<file path="config.mk">
export PLATFORM = sky130hd
export DESIGN_NAME = riscv_multicycle_core_flat
export DESIGN_NICKNAME = d
export VERILOG_FILES = /design/src/rtl/riscv_multicycle_core_if.sv /design/src/rtl/riscv_multicycle_core.sv /design/src/flat_wrapper.sv
export SDC_FILE = /design/constraint.sdc
export NUM_CORES = 1
export LEC_CHECK = 0
export CAP_MARGIN = 20
export CORE_MARGIN = 4
export CORE_UTILIZATION = 55
export CTS_BUF_LIST = sky130_fd_sc_hd__clkbuf_4
export DETAILED_ROUTE_END_ITERATION = 12
export PLACE_DENSITY_LB_ADDON = 0.1
export SLEW_MARGIN = 5
export SYNTH_ARGS = -nofsm -noshare
export SYNTH_HDL_FRONTEND = slang
export SYNTH_SLANG_ARGS = --single-unit
</file>
<file path="constraint.sdc">
create_clock -name clk -period 8.5 [get_ports clk]
set_input_delay 1.7 -clock clk [delete_from_list [all_inputs] [get_ports clk]]
set_output_delay 1.7 -clock clk [all_outputs]
set_load 0.02 [all_outputs]
</file>
<file path="src/rtl/riscv_multicycle_core_if.sv">
// Instruction-fetch bus between the multicycle core (master) and external instruction memory (slave).
interface riscv_multicycle_core_if #(parameter int PC_W = 16);
    logic            ireq;
    logic [PC_W-1:0] iaddr;
    logic            ivalid;
    logic [15:0]     idata;

    modport master (output ireq, output iaddr, input ivalid, input idata);
    modport slave  (input ireq, input iaddr, output ivalid, output idata);
endinterface

</file>
<file path="src/rtl/riscv_multicycle_core.sv">
// Multicycle i16 core: fetch/exec/writeback FSM with optional iterative multiplier.
// Define RISCV_MUL_EN to build the shift-add multiplier; otherwise opcode 101 is a NOP.
//
// state   | meaning
// S_FETCH | request instruction at pc, latch ir on ivalid
// S_EXEC  | read operands, compute alu result / branch target, load multiplier
// S_MUL   | one shift-add step per cycle, L cycles
// S_WB    | write rd and flags, update pc
module riscv_multicycle_core #(
    parameter int              L        = 16,
    parameter int              PC_W     = 16,
    parameter logic [PC_W-1:0] RESET_PC = '0
) (
    input  logic                    clk,
    input  logic                    reset_n,
    riscv_multicycle_core_if.master fetch,
    output logic [1:0]              flags,
    output logic                    busy,
    output logic [8*L-1:0]          debug_data
);
    localparam logic [2:0] OP_ADD  = 3'b000;
    localparam logic [2:0] OP_ADDI = 3'b001;
    localparam logic [2:0] OP_SUB  = 3'b010;
    localparam logic [2:0] OP_AND  = 3'b011;
    localparam logic [2:0] OP_XOR  = 3'b100;
    localparam logic [2:0] OP_MUL  = 3'b101;
    localparam logic [2:0] OP_LUI  = 3'b110;
    localparam logic [2:0] OP_BNZ  = 3'b111;

    typedef enum logic [1:0] {S_FETCH, S_EXEC, S_MUL, S_WB} state_t;
    state_t state, state_nx;

    logic [PC_W-1:0] pc, pc_nx, br_pc;
    logic [15:0]     ir;
    logic [L-1:0]    regs [0:7];
    logic [L-1:0]    result, alu_res, alu_b, opa, opb, wdata;
    logic            carry, alu_c, flag_en, wr_en;
    logic [L:0]      sum, diff;
    logic [2:0]      op, rd, rs1, rs2;

    assign op  = ir[15:13];
    assign rd  = ir[12:10];
    assign rs1 = ir[9:7];
    assign rs2 = ir[2:0];
    // regs[0] is only ever cleared, so R0 reads as zero without a special case
    assign opa = regs[rs1];
    assign opb = regs[rs2];

    assign fetch.iaddr = pc;

`ifdef RISCV_MUL_EN
    localparam int CW = $clog2(L + 1);
    logic [L-1:0]  mcand, mplier, prod;
    logic [CW-1:0] count;

    assign busy = (state == S_MUL);

    always_ff @(posedge clk) begin
        if (!reset_n) begin
            mcand  <= '0;
            mplier <= '0;
            prod   <= '0;
            count  <= '0;
        end else if (state == S_EXEC) begin
            mcand  <= opa;
            mplier <= opb;
            prod   <= '0;
            count  <= CW'(L);
        end else if (state == S_MUL) begin
            if (mplier[0]) prod <= prod + mcand;
            mcand  <= mcand << 1;
            mplier <= mplier >> 1;
            count  <= count - CW'(1);
        end
    end
`else
    assign busy = 1'b0;
`endif

    always_comb begin
        alu_b   = (op == OP_ADDI) ? {{(L-7){1'b0}}, ir[6:0]} : opb;
        sum     = {1'b0, opa} + {1'b0, alu_b};
        diff    = {1'b0, opa} - {1'b0, opb};
        alu_res = '0;
        alu_c   = 1'b0;
        case (op)
            OP_ADD, OP_ADDI: {alu_c, alu_res} = sum;
            OP_SUB:          {alu_c, alu_res} = diff;
            OP_AND:          alu_res = opa & opb;
            OP_XOR:          alu_res = opa ^ opb;
            OP_LUI:          alu_res = {{(L-10){1'b0}}, ir[9:0]};
            default:         ;
        endcase
        if (op == OP_BNZ && opa != '0) br_pc = pc + {{(PC_W-7){ir[6]}}, ir[6:0]};
        else                           br_pc = pc + PC_W'(1);
    end

    always_comb begin
        flag_en = (op == OP_ADD) || (op == OP_ADDI) || (op == OP_SUB) ||
                  (op == OP_AND) || (op == OP_XOR);
`ifdef RISCV_MUL_EN
        if (op == OP_MUL) flag_en = 1'b1;
        wdata = (op == OP_MUL) ? prod : result;
`else
        wdata = result;
`endif
        wr_en = flag_en || (op == OP_LUI);
    end

    always_ff @(posedge clk) begin
        if (!reset_n) state <= S_FETCH;
        else          state <= state_nx;
    end

    always_comb begin
        state_nx   = state;
        fetch.ireq = 1'b0;
        case (state)
            S_FETCH: begin
                fetch.ireq = 1'b1;
                if (fetch.ivalid) state_nx = S_EXEC;
            end
`ifdef RISCV_MUL_EN
            S_EXEC:  state_nx = (op == OP_MUL) ? S_MUL : S_WB;
            S_MUL:   if (count == CW'(1)) state_nx = S_WB;
`else
            S_EXEC:  state_nx = S_WB;
            S_MUL:   state_nx = S_WB;
`endif
            S_WB:    state_nx = S_FETCH;
            default: state_nx = S_FETCH;
        endcase
    end

    always_ff @(posedge clk) begin
        if (!reset_n) begin
            pc     <= RESET_PC;
            pc_nx  <= RESET_PC;
            ir     <= '0;
            result <= '0;
            carry  <= 1'b0;
            flags  <= '0;
            for (int i = 0; i < 8; i++) regs[i] <= '0;
        end else begin
            case (state)
                S_FETCH: if (fetch.ivalid) ir <= fetch.idata;
                S_EXEC: begin
                    result <= alu_res;
                    carry  <= alu_c;
                    pc_nx  <= br_pc;
                end
                S_WB: begin
                    pc <= pc_nx;
                    if (wr_en && rd != 3'd0) regs[rd] <= wdata;
                    if (flag_en) flags <= {carry, (wdata == '0)};
                end
                default: ;
            endcase
        end
    end

    for (genvar i = 0; i < 8; i++) begin : g_dbg
        assign debug_data[i*L +: L] = regs[i];
    end
endmodule

</file>
<file path="src/flat_wrapper.sv">
// flat-port wrapper written by rule: the top's interface ports become plain ports
module riscv_multicycle_core_flat 
#(
    parameter int              L        = 16,
    parameter int              PC_W     = 16,
    parameter logic [PC_W-1:0] RESET_PC = '0
)
  (clk, reset_n, flags, busy, debug_data, fetch_ireq, fetch_iaddr, fetch_ivalid, fetch_idata);
  riscv_multicycle_core_if #(.PC_W(PC_W)) fetch_i ();
  input  logic clk;
  input  logic reset_n;
  output logic [1:0] flags;
  output logic busy;
  output logic [8*L-1:0] debug_data;
  output wire logic [$bits(fetch_i.ireq)-1:0] fetch_ireq;
  output wire logic [$bits(fetch_i.iaddr)-1:0] fetch_iaddr;
  input wire logic [$bits(fetch_i.ivalid)-1:0] fetch_ivalid;
  input wire logic [$bits(fetch_i.idata)-1:0] fetch_idata;
  assign fetch_ireq = fetch_i.ireq;
  assign fetch_iaddr = fetch_i.iaddr;
  assign fetch_i.ivalid = fetch_ivalid;
  assign fetch_i.idata = fetch_idata;
  riscv_multicycle_core #(.L(L), .PC_W(PC_W), .RESET_PC(RESET_PC)) u_core (.clk(clk), .reset_n(reset_n), .fetch(fetch_i), .flags(flags), .busy(busy), .debug_data(debug_data));
endmodule
</file>
==> impl_metrics.csv <==
group,metric,value,unit
status,status,"finished, final reports clean",
sta,tns,0,ns
cts,cts_root_buf,"clkbuf_4",
yosys,synth_area,12400,um^2
floorplanning,start_util,0.563,
worst_setup_path,worstPathMaxFanout,10,
job,drv_cap,0,
cts,clkTransAtPathRegs,0.07,ns
route,first_pass_iters,6,
pwr,ir_drop,145,uV
yosys,synth-seq-area-share,0.431,
worst_setup_path,cpPeakStageDelay,0.59,ns
worst_setup_path,arrival,5.59,ns
cts,post_cts_resized,0,
cells_and_area,syn2layout_area_growth,21.9,%
yosys,yosys.cell_types.count,64,
cells_and_area,drive_gt1_frac,0.118,
cts,cts_tree,"yes",
floorplanning,core,22000,um^2
sta,finalCriticalPeriod,4.98,ns
sta,relSlewSlack,0.206,
floorplanning,rows,54,
cts,cts_buffers,54,
worst_setup_path,setup.worst_path.end_class,"flip-flop",
worst_setup_path,cpMaxStageDelayCell,"nor2b_1",
yosys,synth-edff-count,128,
global_route,grt_pass1_wl,60100,um
cts,postCtsSetupBuffers,0,
yosys,synth_area_leaders,"edfxtp_1, dfxtp_1, mux2i_1",
worst_setup_path,crit_family,"compound AO/OA/AOI/OAI gates",
place,place_congestion,0.952,
sta,skew,0.0577,ns
route,drc_errors,0,
worst_hold_path,hold_path.class,"flip-flop to flip-flop",
sta,worstMarginPinSlew,1.19,ns
global_route,grt_pass1_vias,10300,
worst_setup_path,cp.required,9.11,ns
pwr,p_per_area,201,nW/um^2
route,dr.first_iter.drc_count,987,
route,detail_route.wl_per_cell,23.2,um
cells_and_area,layout_commonest_cell,"clkdlybuf4s50_1",
sta,period_share,0.586,
pwr,leakagePower,5.68,nW
global_route,grt-ovfl-total,0,
yosys,synthArstFlopShare,0,
yosys,ys.flop_type,"edfxtp_1",
global_route,grt_max_degree,70,
cts,cts_buffer_depth,3,
sta,rsz0062_at_grt,"no",
cts,ctsHoldBuffers,0,
yosys,synth_cells,1173,
route,drt-total-wl,39300,um
floorplanning,dieWidth,158,um
route,vias_per_cell,6.21,
worst_setup_path,cp_num_buf_inv,3,
yosys,synth_top_area_share,0.310,
global_route,grt_usage,0.315,
floorplanning,die_area,25000,um^2
worst_setup_path,path_cells,"nor2b_1, buf_4, a22oi_1, a22oi_1, nand4_1, o2111ai_1, inv_1, nand2_1, ha_1, inv_1, fa_1, nor2b_1, o21ai_0, a21boi_0, o21a_1, o21ai_0, a31oi_1, nor4b_1, a311o_1",
yosys,synth.largest_area_cell,"edfxtp_1",
cts,cts.sinks,203,
cells_and_area,final_cell_mix,"clkdlybuf4s50_1, edfxtp_1, and2_1",
cells_and_area,nets,1459,
route,vias,10500,
yosys,synth_seq_cells,203,
floorplanning,ios,167,
sta,fmax,201,MHz
floorplanning,die_h,158,um
place,dp_hpwl,27600,um
sta,final_hold_viol_count,0,
place,portBuffers,165,
sta,slew_viol_final,0,
global_route,antenna_found_initial,2,
sta,setup_violations,0,
yosys,syn_avg_cell_area,10.6,um^2
route,final_antenna_net_count,0,
yosys,yosys_warnings,0,
worst_setup_path,start_kind,"flip-flop",
cts,clock_latency,0.71,ns
worst_setup_path,worstSetupPathType,"flip-flop to flip-flop",
cts,cts.htree.levels,2,
cells_and_area,final_core_util,0.686,
[worst min-delay path: stages, from the launching register on]
cell and delay (ns):
dfxtp_1 0.31, nand2_1 0.05, a21oi_1 0.07
[path summary, 6_finish.rpt]
kind	startpoint	end	slack, ns	depth (start not counted)
worst max-delay path	flip-flop	u_core.pc_nx[14]$_SDFFE_PN0N_	3.52	19
worst min-delay path	u_core.ir[0]$_SDFFE_PN0P_	flip-flop	0.47	2
worst max register to register	flip-flop	u_core.pc_nx[14]$_SDFFE_PN0N_	3.52	19
worst min register to register	u_core.ir[0]$_SDFFE_PN0P_	flip-flop	0.47	2
[area by class of cell]
type | instances | area, um^2
Fill cell | 1733 | 6930
Clock buffer | 77 | 578
Inverter | 35 | 131
Sequential cell | 203 | 5350
Tap cell | 280 | 350
Antenna cell | 2 | 5.00
Clock inverter | 22 | 95.1
Multi-Input combinational cell | 884 | 6690
Timing Repair Buffer | 192 | 1900
[registers in the layout, summed over array words and instances (netlist names), named ones only]
register            cells
u_core.fetch.iaddr     16
u_core.carry            1
u_core.result          16
u_core.ir              16
u_core.regs           128
u_core.state            2
u_core.flags            2
u_core.pc_nx           16
[power by group]
part	internal (mW)	switching [mW]	leakage, nW	total [mW]
Sequential	1.11	0.0993	1.93	1.21
Clock	0.420	0.426	0.400	0.846
Combinational	0.416	0.575	3.35	0.990
Total	1.94	1.10	5.68	3.04
[through the flow]
stage / setup WS (ns) / area, um^2 / instances / power [mW] / hold WS [ns]
after global routing: 3.12 / 15100 / 1694 / 3.20 / 0.491
after floorplan: 4.49 / 12500 / 1189 / 1.89 / 0.444
after global placement: 3.74 / 14300 / 1589 / 2.17 / 0.453
after detailed placement: 3.69 / 14400 / 1590 / 2.18 / 0.459
after CTS: 3.65 / 15000 / 1689 / 3.03 / 0.468
final: 3.52 / 15100 / 1695 / 3.04 / 0.468
[routing by layer]
| metal | routed length, um | GRT usage | up-vias |
|---|---|---|---|
| met5 | 0 | 0 | - |
| met4 | 1410 | 0.129 | 0 |
| met3 | 4250 | 0.0763 | 95 |
| met2 | 18300 | 0.500 | 652 |
| met1 | 15300 | 0.417 | 5042 |
| li1 | - | - | 4738 |
[kinds of logic after synthesis]
logic type | share of synthesized area
and+or+nand+nor | 0.160
AOI/OAI and AO/OA | 0.126
DFF | 0.431
muxes | 0.154
buffers and inverters | 0.0350
adders and majority gates | 0.0725
xor gates and xnor gates | 0.0205
other | 0.000303
[Yosys cell counts (4+ instances only)]
cell      number
a221oi_1       6
edfxtp_1     128
nor2_1        94
a41oi_1        5
a31oi_1       13
o211ai_1       4
nor2b_1       11
dfxtp_1       75
mux2_2        14
xnor2_1       24
mux4_2        32
xor2_1         5
and2_1       125
a21oi_1       46
nand4_1        4
a21o_1        11
mux2i_1      103
nor3_1        20
nand2_1       70
clkbuf_1      41
a22oi_1       44
buf_2          8
a211oi_1       7
o21ai_0       54
o221ai_1       6
buf_4          5
nand2b_1      17
o21a_1        10
nor4_1        11
a221o_1        5
nand3_1       12
buf_1          7
inv_1         34
ha_1          67
and3_1         4
(Power assumes the default switching activity.)
